[src/rtl/decode_hazard_ctrl.sv]
// Decode-stage hazard controller: register scoreboard with same-cycle
// writeback bypass, RAW/WAW stall detection, an IO drain/grant handshake
// that takes ownership of the register file, and a saturating stall counter.
module decode_hazard_ctrl #(
    parameter int ADDRESSWIDTH = 4,
    parameter int REGNUM       = 16,
    parameter int OPCODEWIDTH  = 4
) (
    input  logic                    clock,
    input  logic                    reset,
    input  logic                    decValid,
    input  logic [OPCODEWIDTH-1:0]  opcode,
    input  logic [ADDRESSWIDTH-1:0] reg1Address,
    input  logic [ADDRESSWIDTH-1:0] reg2Address,
    input  logic [ADDRESSWIDTH-1:0] regDestinationAddress,
    input  logic                    wbValid,
    input  logic [ADDRESSWIDTH-1:0] wbAddress,
    input  logic                    startIO,
    input  logic                    ioDone,
    output logic                    issue,
    output logic                    stall,
    output logic                    ioGrant,
    output logic [15:0]             stallCount
);

    localparam logic [1:0] ST_RUN   = 2'd0;
    localparam logic [1:0] ST_DRAIN = 2'd1;
    localparam logic [1:0] ST_IO    = 2'd2;

    localparam logic [OPCODEWIDTH-1:0] OP_NOP   = OPCODEWIDTH'(4'hF);
    localparam logic [OPCODEWIDTH-1:0] OP_STORE = OPCODEWIDTH'(4'hE);
    localparam logic [OPCODEWIDTH-1:0] OP_IMM   = OPCODEWIDTH'(4'h8);

    logic [1:0]        r_state;
    logic [REGNUM-1:0] r_pending;
    logic [15:0]       r_stallCount;

    logic              w_readsReg1;
    logic              w_readsReg2;
    logic              w_writesDest;
    logic [REGNUM-1:0] w_wbMask;
    logic [REGNUM-1:0] w_destMask;
    logic [REGNUM-1:0] w_effPending;
    logic              w_hazard;
    logic              w_issue;
    logic              w_stall;

    // Opcode classification and hazard detection against the bypassed scoreboard
    always_comb begin
        w_readsReg1  = (opcode != OP_NOP);
        w_readsReg2  = (opcode != OP_NOP) && (opcode < OP_IMM);
        w_writesDest = (opcode != OP_NOP) && (opcode != OP_STORE);
        w_wbMask     = wbValid ? (REGNUM'(1) << wbAddress) : '0;
        w_destMask   = REGNUM'(1) << regDestinationAddress;
        w_effPending = r_pending & ~w_wbMask;
        w_hazard     = (w_readsReg1  && w_effPending[reg1Address])
                     | (w_readsReg2  && w_effPending[reg2Address])
                     | (w_writesDest && w_effPending[regDestinationAddress]);
        // startIO blocks issue in the very cycle it is seen in RUN
        w_issue      = decValid && (r_state == ST_RUN) && !startIO && !w_hazard;
        w_stall      = decValid && !w_issue;
    end

    // Scoreboard: writeback clears, issue sets; set wins on the same bit
    always_ff @(posedge clock or posedge reset) begin
        if (reset) begin
            r_pending <= '0;
        end else begin
            r_pending <= w_effPending | ((w_issue && w_writesDest) ? w_destMask : '0);
        end
    end

    // IO ownership sequencing: RUN -> DRAIN -> IO -> RUN
    always_ff @(posedge clock or posedge reset) begin
        if (reset) begin
            r_state <= ST_RUN;
        end else begin
            case (r_state)
                ST_RUN:   if (startIO) r_state <= ST_DRAIN;
                ST_DRAIN: if (w_effPending == '0) r_state <= ST_IO;
                ST_IO:    if (ioDone) r_state <= ST_RUN;
                default:  r_state <= ST_RUN;
            endcase
        end
    end

    // Saturating count of cycles in which a valid instruction was held back
    always_ff @(posedge clock or posedge reset) begin
        if (reset) begin
            r_stallCount <= '0;
        end else if (w_stall && (r_stallCount != 16'hFFFF)) begin
            r_stallCount <= r_stallCount + 16'd1;
        end
    end

    assign issue      = w_issue;
    assign stall      = w_stall;
    assign ioGrant    = (r_state == ST_IO);
    assign stallCount = r_stallCount;

endmodule

[config.mk]
export PLATFORM = sky130hd
export DESIGN_NAME = decode_hazard_ctrl
export DESIGN_NICKNAME = d
export VERILOG_FILES = /design/src/rtl/decode_hazard_ctrl.sv
export SDC_FILE = /design/constraint.sdc
export NUM_CORES = 1
export LEC_CHECK = 0
export CELL_PAD_IN_SITES_DETAIL_PLACEMENT = 1
export CELL_PAD_IN_SITES_GLOBAL_PLACEMENT = 1
export CORE_ASPECT_RATIO = 0.9
export CORE_MARGIN = 5
export CORE_UTILIZATION = 41
export CTS_BUF_LIST = sky130_fd_sc_hd__clkbuf_4 sky130_fd_sc_hd__clkbuf_8
export DETAILED_ROUTE_END_ITERATION = 7
export GPL_ROUTABILITY_DRIVEN = 0
export PLACE_DENSITY_LB_ADDON = 0.1
export SLEW_MARGIN = 0
export SYNTH_ARGS = -nofsm -noshare
export SYNTH_HDL_FRONTEND = slang
export SYNTH_SLANG_ARGS = --single-unit
[constraint.sdc]
create_clock -name clock -period 2.7 [get_ports clock]
set_clock_uncertainty 0.2 [all_clocks]
set_input_delay 0.27 -clock clock [delete_from_list [all_inputs] [get_ports clock]]
set_output_delay 0.27 -clock clock [all_outputs]
set_load 0.01 [all_outputs]
==> flow_summary.toml <==
[sta]
final_hold_viol_count = 0
rsz0062_at_grt = "true"
setup_ws_ns = -0.0842
whs_ns = 0.179
setup_viol = 21
min_period_ns = 2.78
max_clock_freq_mhz = 359
report.final.slew_viol_count = 0
finalCritPeriodShare_pct = 103
tightest_slew_ns = 0.538
maxSlewHeadroom_pct = 63.9

[yosys]
yosysSeqAreaShare_pct = 37.9
synth_async_sr_flop_share_pct = 100
ys.flop_type = "dfrtp_1"
syn_area_mm2 = 0.00224
ys_ff_latch = 34
yosysWarningCount = 0
syn_inst = 225
ys_types = 54
syn_area_per_cell_um2 = 9.98
synth_edf_count = 0
synth_nets = 252

[routing]
routed_wl_um = 9440
antenna_left = 0
drc = 0
avgViaCountPerCell = 6.19
vias = 2403
drt_iter0_drc = 222
wl_per_cell_um = 24.3
first_pass_iters = 5

[critical_path]
cp_data_arrival_time_ns = 2.80
path_max_fanout = 8
end_kind = "register"
path_class = "in -> reg"
crit_path_start_kind = "input pin"
crit_required_ns = 2.71

[global_routing]
grt_max_degree = 35
grt_first_pass_wirelength_um = 13500
antenna_found_initial = 0
grt_usage_pct = 25.2
use_met3_pct = 7.49
gr-total-overflow = 0
met1_usage_pct = 33.9
busiest_layer = "met2"
use_met2_pct = 39.8
grt_pass1_vias = 2549

[die]
num_rows = 25
die_w_um = 88.0
dieArea_mm2 = 0.00706
die_y_um = 80.2
core_area_mm2 = 0.00529
start_util_pct = 42.5
ioPinCount = 45

[place]
place_hpwl_um = 6330
io_buffers = 44
placedCellCount = 376
dpl_worst_slack_ns = -0.824

[pwr]
power_density_mw_per_mm2 = 585
p_leak_nw = 1.44
ir_drop_mv = 0.457

[cts]
h-tree-depth = 2
cts_tree = "done"
clockRootBuffer = "clkbuf_8"
clock-sinks = 34
clk_latency_ns = 0.30
cts.clk_slew.worst_paths_ns = 0.07
ctsLongestPathBuffers = 2
cts_buffers = 5

[job]
maxCapViolations = 0

[final_layout]
layout.cells.non_filler = 388
syn2layout_area_growth_pct = 49.9
antennaDiodeCount = 0
finalCoreUtilization_pct = 63.6
drive_gt1_share_pct = 36.4
nNetsFinal = 347

[hold_path]
worstHoldPathType = "in -> async"

[outcome]
violations = "negative setup slack"
outcome = "finished, violations left"
cells in the mapped netlist (4+ instances only):
cell	count	share of area [%]
mux2i_1	6	2.7
xor2_1	12	4.7
nand4_1	7	2.0
o21ai_1	30	6.7
nor2b_1	5	1.4
inv_1	6	1.0
nor4_2	5	2.8
nand2b_1	9	2.5
mux4_2	5	5.0
nand3_1	10	2.2
nand2_1	12	2.0
nor2_1	14	2.3
o211ai_1	5	1.7
dfrtp_1	34	38
nor3_1	4	0.89
per-stage QoR:
step,setup TNS [ns],instance area [µm²],power [mW]
2_1_floorplan,0,2240,1.08
3_3_place_gp,-18.96,3090,1.45
3_5_place_dp,-21.54,3090,1.48
4_1_cts,0,3260,1.91
5_1_grt,-1.67,3360,2.07
6_report,-0.765,3360,1.97
layout by cell type, fill, tap and decap left out, types with 3 or more instances in the layout:
master,n
inv_1,5
mux2i_1,6
o21ai_1,17
o22ai_1,3
dfrtp_1,34
buf_6,3
o21ai_2,13
o211ai_1,5
xor2_1,12
nor3_1,3
nor3_2,3
nor4_4,4
clkbuf_8,6
nor2b_1,4
buf_4,48
nor2_1,13
dlygate4sd2_1,3
nand2_1,11
buf_2,6
clkdlybuf4s50_1,33
or2_2,3
mux4_2,5
a22o_1,3
nand2b_1,7
nand3_1,10
nand4_1,7
final timing paths:
| path | cells past startpoint | slack, ns | to | start |
|---|---|---|---|---|
| min reg2reg | 1 | 0.28 | r_state[0] | r_state[1] |
| max reg2reg | 10 | 0.02 | r_pending[2] | r_pending[15] |
| min | 3 | 0.18 | stallCount[3] | reset |
| max in group asynchronous | 3 | 1.79 | r_pending[7] | reset |
| max | 12 | -0.08 | r_pending[2] | wbValid |
| min in group clock | 4 | 0.24 | r_pending[12] | wbAddress[1] |
where the power goes:
group          internal, mW  switching (mW)  total (mW)
registers             0.616           0.113       0.729
clock network         0.205           0.205       0.410
logic                 0.412           0.418       0.830
total                  1.23           0.736        1.97
cell families after synthesis:
| group | Yosys count | synth area share [%] |
|---|---|---|
| and+or+nand+nor | 92 | 27.9 |
| AOI/OAI and AO/OA | 57 | 15.8 |
| DFF | 34 | 37.9 |
| buffers and inverters | 14 | 3.51 |
| muxes | 14 | 9.20 |
| xor gates and xnor gates | 13 | 5.07 |
| adders and majority gates | 1 | 0.557 |
worst max-delay path, stage by stage:
cell,delay [ns]
buf_2,0.12
nand3_1,0.23
o21ai_1,0.31
buf_4,0.20
nor2_1,0.05
o41ai_1,0.43
a22o_1,0.26
o311a_4,0.24
buf_6,0.14
buf_12,0.16
nand4b_4,0.17
o21ai_2,0.20
final cells by class:
class / count / area (µm²)
clock inverter: 2 / 12.5
timing repair buffer: 96 / 828
multi-input combinational: 177 / 1480
clock buffer: 6 / 82.6
tap: 67 / 83.8
fill: 574 / 1920
sequential: 34 / 851
inverter: 6 / 22.5
flip-flops by register name (all words and copies together), names as in the netlist:
name	count
r_pending	16
r_state	2
stallCount	16
timing repair:
| action | in CTS | in global routing |
|---|---|---|
| hold endpoints to repair | 0 | 0 |
| gates cloned | 0 | 0 |
| endpoints found under the setup margin | 34 | 28 |
| setup buffers | 2 | 2 |
| gates resized for setup | 44 | 28 |
| pin swaps | 7 | 15 |
| hold buffers | 0 | 0 |
metal layers:
layer | up-vias | wire [µm] | share of wire, %
met5 | - | 0 | 0
met4 | 0 | 177 | 1.9
met3 | 21 | 936 | 9.9
met2 | 146 | 4410 | 47
met1 | 1199 | 3910 | 41
li1 | 1037 | - | -
No activity file was read; power rests on OpenSTA's default activity.
